<file path="config.mk">
export PLATFORM = sky130hd
export DESIGN_NAME = bullet_item_gen_seq_flat
export DESIGN_NICKNAME = d
export VERILOG_FILES = /design/src/rtl/bullet_item_gen_seq_if.sv /design/src/rtl/bullet_item_gen_seq.sv /design/src/flat_wrapper.sv
export SDC_FILE = /design/constraint.sdc
export NUM_CORES = 1
export LEC_CHECK = 0
export BUFFER_PORTS_ARGS = -buffer_cell sky130_fd_sc_hd__buf_2
export CORE_MARGIN = 1.5
export CORE_UTILIZATION = 63
export DETAILED_ROUTE_END_ITERATION = 12
export GPL_TIMING_DRIVEN = 1
export PLACE_DENSITY = 0.86
export SYNTH_ARGS = -nofsm -noshare
export SYNTH_HDL_FRONTEND = slang
export SYNTH_SLANG_ARGS = --single-unit
</file>
<file path="constraint.sdc">
create_clock -name i_clk -period 5.4 [get_ports i_clk]
set_input_delay 1.35 -clock i_clk [delete_from_list [all_inputs] [get_ports i_clk]]
set_output_delay 1.35 -clock i_clk [all_outputs]
set_load 0.03 [all_outputs]
</file>
<file path="src/rtl/bullet_item_gen_seq_if.sv">
// Round request / result bundle between the game top and the bullet/item generator.
interface bullet_item_gen_seq_if #(
  parameter int MAG_MAX    = 8,
  parameter int ITEM_SLOTS = 6,
  parameter int ITEM_W     = 3,
  parameter int HP_W       = 3
);
  localparam int NW = $clog2(MAG_MAX) + 1;
  localparam int IW = ITEM_SLOTS * ITEM_W;

  logic                  i_start;
  logic [3:0]            i_entropy;
  logic [NW-1:0]         i_bullet_num;
  logic [HP_W-1:0]       i_hp_p0;
  logic [HP_W-1:0]       i_hp_p1;
  logic [ITEM_SLOTS-1:0] i_item_keep_p0;
  logic [ITEM_SLOTS-1:0] i_item_keep_p1;
  logic [MAG_MAX-1:0]    o_bullet_bitmap;
  logic [NW-1:0]         o_live_cnt;
  logic [IW-1:0]         o_items_p0;
  logic [IW-1:0]         o_items_p1;
  logic                  o_busy;
  logic                  o_done;

  modport master (
    output i_start, i_entropy, i_bullet_num,
    output i_hp_p0, i_hp_p1,
    output i_item_keep_p0, i_item_keep_p1,
    input  o_bullet_bitmap, o_live_cnt,
    input  o_items_p0, o_items_p1,
    input  o_busy, o_done
  );

  modport slave (
    input  i_start, i_entropy, i_bullet_num,
    input  i_hp_p0, i_hp_p1,
    input  i_item_keep_p0, i_item_keep_p1,
    output o_bullet_bitmap, o_live_cnt,
    output o_items_p0, o_items_p1,
    output o_busy, o_done
  );
endinterface

</file>
<file path="src/rtl/bullet_item_gen_seq.sv">
// Sequential magazine/item generator: builds one round per start, holds results until next.
module bullet_item_gen_seq #(
  parameter int          MAG_MAX    = 8,
  parameter int          ITEM_SLOTS = 6,
  parameter int          ITEM_W     = 3,
  parameter int          ITEM_TYPES = 7,
  parameter int          HP_W       = 3,
  parameter logic [15:0] SEED       = 16'hACE1
) (
  input logic                  i_clk,
  input logic                  i_rst,
  bullet_item_gen_seq_if.slave if_bus
);
  localparam int NW = $clog2(MAG_MAX) + 1;
  localparam int CW = NW + $clog2(2 * ITEM_SLOTS + 1);
  localparam int IW = ITEM_SLOTS * ITEM_W;

  localparam logic [15:0] LP_SEED = (SEED == 16'h0) ? 16'hACE1 : SEED;
  localparam logic [ITEM_W:0] LP_TYPES = (ITEM_W + 1)'(ITEM_TYPES);
  localparam logic [ITEM_W-1:0] LP_MAXC = ITEM_W'(ITEM_TYPES - 1);
  localparam logic [CW-1:0] LP_ONE = CW'(1);
  localparam logic [CW-1:0] LP_ILAST = CW'(2 * ITEM_SLOTS - 1);
  localparam logic [MAG_MAX-1:0] LP_BIT0 = MAG_MAX'(1);
  localparam logic [MAG_MAX-1:0] LP_ONES = '1;

  localparam logic [2:0] S_IDLE  = 3'd0;
  localparam logic [2:0] S_GEN_B = 3'd1;
  localparam logic [2:0] S_FIX   = 3'd2;
  localparam logic [2:0] S_GEN_I = 3'd3;
  localparam logic [2:0] S_DONE  = 3'd4;

  logic [2:0]            r_state;
  logic [15:0]           r_lfsr;
  logic [NW-1:0]         r_n;
  logic [CW-1:0]         r_cnt;
  logic [ITEM_W-1:0]     r_hp0;
  logic [ITEM_W-1:0]     r_hp1;
  logic [ITEM_SLOTS-1:0] r_keep0;
  logic [ITEM_SLOTS-1:0] r_keep1;
  logic [MAG_MAX-1:0]    r_sbm;
  logic [IW-1:0]         r_sit0;
  logic [IW-1:0]         r_sit1;
  logic [MAG_MAX-1:0]    r_bm;
  logic [NW-1:0]         r_live;
  logic [IW-1:0]         r_it0;
  logic [IW-1:0]         r_it1;

  logic [15:0]        w_step;
  logic [15:0]        w_mix;
  logic [15:0]        w_seeded;
  logic [NW-1:0]      w_nclamp;
  logic [CW-1:0]      w_nlast;
  logic [MAG_MAX-1:0] w_mask;
  logic [MAG_MAX-1:0] w_top;
  logic [MAG_MAX-1:0] w_onehot;
  logic [MAG_MAX-1:0] w_masked;
  logic [NW-1:0]      w_pop;
  logic [ITEM_W-1:0]  w_raw0;
  logic [ITEM_W-1:0]  w_raw1;
  logic [ITEM_W-1:0]  w_code0;
  logic [ITEM_W-1:0]  w_code1;
  logic [IW-1:0]      w_sit0_nx;
  logic [IW-1:0]      w_sit1_nx;

  always_comb begin
    w_step = r_lfsr[0] ? ((r_lfsr >> 1) ^ 16'hB400) : (r_lfsr >> 1);
    w_mix = w_step ^ {12'b0, if_bus.i_entropy};
    w_seeded = (w_mix == 16'h0) ? LP_SEED : w_mix;
    if (if_bus.i_bullet_num < NW'(2))
      w_nclamp = NW'(2);
    else if (if_bus.i_bullet_num > NW'(MAG_MAX))
      w_nclamp = NW'(MAG_MAX);
    else
      w_nclamp = if_bus.i_bullet_num;
    w_nlast = {{(CW-NW){1'b0}}, r_n} - LP_ONE;
    // mask of the N live positions; shifting by MAG_MAX yields all ones
    w_mask = ~(LP_ONES << r_n);
    w_top = w_mask ^ (w_mask >> 1);
    w_onehot = LP_BIT0 << r_cnt;
    w_masked = r_sbm & w_mask;
    w_pop = '0;
    for (int i = 0; i < MAG_MAX; i++)
      w_pop = w_pop + NW'(r_sbm[i]);
    w_raw0 = r_lfsr[ITEM_W-1:0] + r_hp1;
    w_raw1 = r_lfsr[ITEM_W-1:0] + r_hp0;
    w_code0 = ({1'b0, w_raw0} >= LP_TYPES) ? LP_MAXC : w_raw0;
    w_code1 = ({1'b0, w_raw1} >= LP_TYPES) ? LP_MAXC : w_raw1;
  end

  always_comb begin
    w_sit0_nx = r_sit0;
    w_sit1_nx = r_sit1;
    for (int k = 0; k < ITEM_SLOTS; k++) begin
      if (r_cnt == CW'(k))
        w_sit0_nx[k*ITEM_W +: ITEM_W] =
          r_keep0[k] ? r_it0[k*ITEM_W +: ITEM_W] : w_code0;
      if (r_cnt == CW'(k + ITEM_SLOTS))
        w_sit1_nx[k*ITEM_W +: ITEM_W] =
          r_keep1[k] ? r_it1[k*ITEM_W +: ITEM_W] : w_code1;
    end
  end

  always_ff @(posedge i_clk) begin
    if (i_rst) begin
      r_state <= S_IDLE;
      r_lfsr  <= LP_SEED;
      r_n     <= '0;
      r_cnt   <= '0;
      r_hp0   <= '0;
      r_hp1   <= '0;
      r_keep0 <= '0;
      r_keep1 <= '0;
      r_sbm   <= '0;
      r_sit0  <= '0;
      r_sit1  <= '0;
      r_bm    <= '0;
      r_live  <= '0;
      r_it0   <= '0;
      r_it1   <= '0;
    end else begin
      r_lfsr <= w_step;
      case (r_state)
        S_IDLE: begin
          if (if_bus.i_start) begin
            r_lfsr  <= w_seeded;
            r_n     <= w_nclamp;
            r_hp0   <= if_bus.i_hp_p0[ITEM_W-1:0];
            r_hp1   <= if_bus.i_hp_p1[ITEM_W-1:0];
            r_keep0 <= if_bus.i_item_keep_p0;
            r_keep1 <= if_bus.i_item_keep_p1;
            r_sbm   <= '0;
            r_cnt   <= '0;
            r_state <= S_GEN_B;
          end
        end
        S_GEN_B: begin
          if (r_lfsr[0])
            r_sbm <= r_sbm | w_onehot;
          if (r_cnt == w_nlast) begin
            r_cnt   <= '0;
            r_state <= S_FIX;
          end else begin
            r_cnt <= r_cnt + LP_ONE;
          end
        end
        S_FIX: begin
          // every round must hold at least one live and one blank
          if (w_masked == '0)
            r_sbm <= r_sbm | LP_BIT0;
          else if (w_masked == w_mask)
            r_sbm <= r_sbm & ~w_top;
          r_state <= S_GEN_I;
        end
        S_GEN_I: begin
          r_sit0 <= w_sit0_nx;
          r_sit1 <= w_sit1_nx;
          if (r_cnt == LP_ILAST) begin
            r_bm    <= r_sbm;
            r_live  <= w_pop;
            r_it0   <= w_sit0_nx;
            r_it1   <= w_sit1_nx;
            r_state <= S_DONE;
          end else begin
            r_cnt <= r_cnt + LP_ONE;
          end
        end
        S_DONE:  r_state <= S_IDLE;
        default: r_state <= S_IDLE;
      endcase
    end
  end

  assign if_bus.o_bullet_bitmap = r_bm;
  assign if_bus.o_live_cnt      = r_live;
  assign if_bus.o_items_p0      = r_it0;
  assign if_bus.o_items_p1      = r_it1;
  assign if_bus.o_busy          = (r_state != S_IDLE);
  assign if_bus.o_done          = (r_state == S_DONE);
endmodule
</file>
<file path="src/flat_wrapper.sv">
// flat-port wrapper written by rule: the top's interface ports become plain ports
module bullet_item_gen_seq_flat 
#(
  parameter int          MAG_MAX    = 8,
  parameter int          ITEM_SLOTS = 6,
  parameter int          ITEM_W     = 3,
  parameter int          ITEM_TYPES = 7,
  parameter int          HP_W       = 3,
  parameter logic [15:0] SEED       = 16'hACE1
)
  (i_clk, i_rst, if_bus_i_start, if_bus_i_entropy, if_bus_i_bullet_num, if_bus_i_hp_p0, if_bus_i_hp_p1, if_bus_i_item_keep_p0, if_bus_i_item_keep_p1, if_bus_o_bullet_bitmap, if_bus_o_live_cnt, if_bus_o_items_p0, if_bus_o_items_p1, if_bus_o_busy, if_bus_o_done);
  bullet_item_gen_seq_if #(.MAG_MAX(MAG_MAX), .ITEM_SLOTS(ITEM_SLOTS), .ITEM_W(ITEM_W), .HP_W(HP_W)) if_bus_i ();
  input logic i_clk;
  input logic i_rst;
  input wire logic [$bits(if_bus_i.i_start)-1:0] if_bus_i_start;
  input wire logic [$bits(if_bus_i.i_entropy)-1:0] if_bus_i_entropy;
  input wire logic [$bits(if_bus_i.i_bullet_num)-1:0] if_bus_i_bullet_num;
  input wire logic [$bits(if_bus_i.i_hp_p0)-1:0] if_bus_i_hp_p0;
  input wire logic [$bits(if_bus_i.i_hp_p1)-1:0] if_bus_i_hp_p1;
  input wire logic [$bits(if_bus_i.i_item_keep_p0)-1:0] if_bus_i_item_keep_p0;
  input wire logic [$bits(if_bus_i.i_item_keep_p1)-1:0] if_bus_i_item_keep_p1;
  output wire logic [$bits(if_bus_i.o_bullet_bitmap)-1:0] if_bus_o_bullet_bitmap;
  output wire logic [$bits(if_bus_i.o_live_cnt)-1:0] if_bus_o_live_cnt;
  output wire logic [$bits(if_bus_i.o_items_p0)-1:0] if_bus_o_items_p0;
  output wire logic [$bits(if_bus_i.o_items_p1)-1:0] if_bus_o_items_p1;
  output wire logic [$bits(if_bus_i.o_busy)-1:0] if_bus_o_busy;
  output wire logic [$bits(if_bus_i.o_done)-1:0] if_bus_o_done;
  assign if_bus_i.i_start = if_bus_i_start;
  assign if_bus_i.i_entropy = if_bus_i_entropy;
  assign if_bus_i.i_bullet_num = if_bus_i_bullet_num;
  assign if_bus_i.i_hp_p0 = if_bus_i_hp_p0;
  assign if_bus_i.i_hp_p1 = if_bus_i_hp_p1;
  assign if_bus_i.i_item_keep_p0 = if_bus_i_item_keep_p0;
  assign if_bus_i.i_item_keep_p1 = if_bus_i_item_keep_p1;
  assign if_bus_o_bullet_bitmap = if_bus_i.o_bullet_bitmap;
  assign if_bus_o_live_cnt = if_bus_i.o_live_cnt;
  assign if_bus_o_items_p0 = if_bus_i.o_items_p0;
  assign if_bus_o_items_p1 = if_bus_i.o_items_p1;
  assign if_bus_o_busy = if_bus_i.o_busy;
  assign if_bus_o_done = if_bus_i.o_done;
  bullet_item_gen_seq #(.MAG_MAX(MAG_MAX), .ITEM_SLOTS(ITEM_SLOTS), .ITEM_W(ITEM_W), .ITEM_TYPES(ITEM_TYPES), .HP_W(HP_W), .SEED(SEED)) u_core (.i_clk(i_clk), .i_rst(i_rst), .if_bus(if_bus_i));
endmodule
</file>
==> flow_summary.yaml <==
timing:
  setup_tns_ps: 0
  slew_violations: 0
  worst_pin_slew_ps: 1037
  finalCritPeriodShare_pct: 56.63
  max-slew-margin-rel_pct: 30.74
  final-setup-viol-count: 0
  period_needed_ps: 3058
  fmax_ghz: 0.3270
  hold_violations: 0
  skew_ps: 7.098
  grt_setup_unrepaired: "no"
  worst_hold_slack_ps: 440.8
finish:
  drive_gt1_share_pct: 15.10
  fin_nets: 930
  area_growth_pct: 13.68
  antenna_cells: 0
  final_core_util_pct: 74.58
yosys:
  synth_area_leader_cell: "dfxtp_1"
  syn-mean-instance-area_sq_um: 8.145
  synthTopCellsByArea: "dfxtp_1 40%, nand2_1 10%, a21oi_1 7.3%"
  synth_top_flop_cell: "dfxtp_1"
  ys_ff_latch: 138
  yosysSeqAreaShare_pct: 40.42
  ys_warn_count: 0
  synth_area_sq_mm: 0.006834
  synth_enable_flop_cells: 0
  synth.distinct_cells: 59
  syn_inst: 839
  synth_top_cell_area_share_pct: 40.42
  synthesis.nets: 887
  async_reset_ff_share_pct: 0
floorplan:
  rows: 37
  chipHeight_um: 107.2
  die_area_sq_mm: 0.01148
  ios: 79
  start_util_pct: 65.61
  core_area_sq_mm: 0.01042
  die_w_um: 107.2
pwr:
  ir_worst_vdd_mv: 0.2615
  powerDensity_mw_per_mm2: 319.2
  p_leak_nw: 2.868
  p_total_mw: 2.480
setup_path:
  cp-start-kind: "flip-flop"
  crit_required_ps: 5790
  arrival_ps: 3450
  crit_slowest_cell: "fa_1"
  critPathLaunch: "u_core.r_sbm[1]"
  crit_top_cell: "fa_1"
  crit_path_cell_trace: "ha_1, inv_1, fa_1, fa_1, fa_1, fa_1, xor2_1, nor2_1, a21oi_1, nor2_1"
  r2r-start: "u_core.r_sbm[1]"
  r2r-end: "u_core.if_bus.o_live_cnt[2]"
  crit_type: "reg -> reg"
  crit_fanout: 7
  rrSetupSlack_ps: 2340
  worstRegToRegCells: 10
  critical_path.endpoint: "u_core.if_bus.o_live_cnt[2]"
  end_kind: "flip-flop"
  slowest_delay_ps: 460
drt:
  drc: 0
  first_pass_iters: 8
  via_per_inst: 6.210
  first_iter_violations: 804
  ant_nets: 0
  routed_wl_um: 18490
  num_vias: 6396
  wire_per_inst_um: 17.95
clocking:
  cts_buffers: 17
  clk_pin_slew_ps: 60
  htreeDepth: 4
  hold_buffers: 0
  root_buffer: "clkbuf_8"
  cts_post_setup_buffers_inserted: 0
  insertion_delay_ps: 520
  clockBufferDepth: 2
  cts_resized: 0
  cts_tree: "yes"
  cts_sinks: 138
global_routing:
  grt_pass1_wl_um: 30140
  grt_pass1_vias: 6112
  grt_antenna_before_repair: 0
  track_usage_pct: 33.44
  grt_max_degree: 71
  grt.overflow.total: 0
status:
  status: "complete, no violations"
flow_run:
  drv_cap: 0
place:
  dp_hpwl_um: 11900
  portBuffers: 78
  place_congestion: 0.9215
hold_path:
  hold_path_class: "reg -> reg"
## registers in the layout (all words and copies together) (netlist names)
signal and flops:
u_core.if_bus.o_items_p0 18, u_core.if_bus.o_items_p1 18, u_core.r_sit0 18, u_core.r_lfsr 16
u_core.r_sit1 15, u_core.if_bus.o_bullet_bitmap 8, u_core.r_cnt 8, u_core.r_sbm 8
u_core.r_keep0 6, u_core.r_keep1 6, u_core.if_bus.o_live_cnt 4, u_core.r_n 4
u_core.r_hp0 3, u_core.r_hp1 3, u_core.r_state 3
## per-layer routing
layer / track usage (%) / routed length (um) / vias to the layer above / share of wire, %
li1: - / - / 2985 / -
met1: 43.35 / 7343 / 2979 / 40
met2: 53.59 / 8722 / 402 / 47
met3: 10.27 / 2188 / 30 / 12
met4: 9.714 / 235 / 0 / 1.3
met5: 0 / 0 / - / 0
## report_power, final
group	internal, mW	switching (mW)	total, mW	leakage [nW]
clock	0.713	0.467	1.18	0.292
sequential	1.04	0.0371	1.08	1.12
combinational	0.0856	0.137	0.222	1.46
total	1.84	0.641	2.48	2.87
## Yosys cell counts, types with 3 or more instances
| cell | count |
|---|---|
| xnor2_1 | 16 |
| buf_4 | 4 |
| nor4_1 | 3 |
| nand2b_1 | 8 |
| nand3_1 | 10 |
| o221ai_1 | 3 |
| nor3_1 | 4 |
| or3_1 | 4 |
| nand3b_1 | 24 |
| a31oi_1 | 33 |
| inv_1 | 36 |
| mux2i_1 | 22 |
| dfxtp_1 | 138 |
| nand4_1 | 8 |
| a211oi_2 | 4 |
| ha_1 | 13 |
| buf_1 | 3 |
| clkbuf_1 | 38 |
| a21oi_1 | 100 |
| nor3b_1 | 3 |
| fa_1 | 6 |
| a221oi_2 | 3 |
| and3_1 | 15 |
| buf_2 | 11 |
| a211oi_1 | 5 |
| o21ai_0 | 40 |
| nand2_1 | 184 |
| o211ai_1 | 12 |
| nor2_1 | 22 |
| nor3_2 | 3 |
| and2_1 | 11 |
| xor2_1 | 12 |
| nor2b_1 | 6 |
| a311oi_1 | 4 |
## worst max-delay path: cells and delay by family (launching register included)
kind / cells / cell delay, ps
buffers and inverters: 1 / 70
flip-flops: 1 / 440
adder cells (fa/ha/maj): 5 / 1990
XOR/XNOR: 1 / 180
AND/OR/NAND/NOR: 2 / 100
AO/OA/AOI/OAI: 1 / 150
## cell usage in the layout, fill, tap and decap left out, drive strengths merged, types with 4 or more instances in the layout
cell / Yosys / final
dfxtp: 138 / 138
clkinv: 0 / 4
a21oi: 100 / 100
nor4: 5 / 5
nand2b: 8 / 8
nor3: 7 / 7
fa: 6 / 6
o21ai: 41 / 41
o211ai: 12 / 12
and3: 15 / 15
inv: 36 / 42
xnor2: 16 / 16
and2: 11 / 11
nor2: 23 / 23
nand3: 10 / 10
a211oi: 9 / 9
xor2: 12 / 12
nand3b: 24 / 24
a31oi: 33 / 33
or3: 4 / 4
ha: 13 / 13
buf: 20 / 83
mux2i: 22 / 22
nand4: 8 / 8
nand2: 186 / 186
clkbuf: 39 / 17
a311oi: 4 / 4
nor2b: 6 / 6
## per-stage QoR
step                      std cells  setup WS (ps)  area, sq um
after detailed placement        999           2268         7171
after CTS                      1030           2354         7769
after global placement          999           2419         7171
after floorplan                 839           2603         6834
final                          1030           2342         7769
after global routing           1030           2249         7769
## cell type report
class                           count  area [sq um]
Clock inverter                     14         183.9
Clock buffer                       17         414.1
Multi-Input combinational cell    606          3672
Inverter                           36         135.1
Sequential cell                   138          2763
Tap cell                          136         170.2
Fill cell                         737          2648
Timing Repair Buffer               83         430.4
## kinds of logic after synthesis
| logic type | share of synthesized area (%) |
|---|---|
| fa+ha+maj | 4.138 |
| buf+inv | 5.877 |
| xor+xnor | 4.247 |
| flops | 40.42 |
| mux | 3.387 |
| compound gates | 19.44 |
| simple gates | 22.48 |
## worst min path at each step
stage,from,slack [ps],cells after the start,endpoint
floorplan,u_core.r_lfsr[6],410,1,u_core.r_lfsr[5]
global placement,u_core.r_lfsr[6],420,1,u_core.r_lfsr[5]
detailed placement,u_core.r_lfsr[6],430,1,u_core.r_lfsr[5]
CTS,u_core.r_lfsr[7],440,1,u_core.r_lfsr[6]
global route,u_core.r_sit1[9],470,2,u_core.r_sit1[9]
finish,u_core.r_lfsr[7],440,1,u_core.r_lfsr[6]
Power figures use the tool's default switching activity.
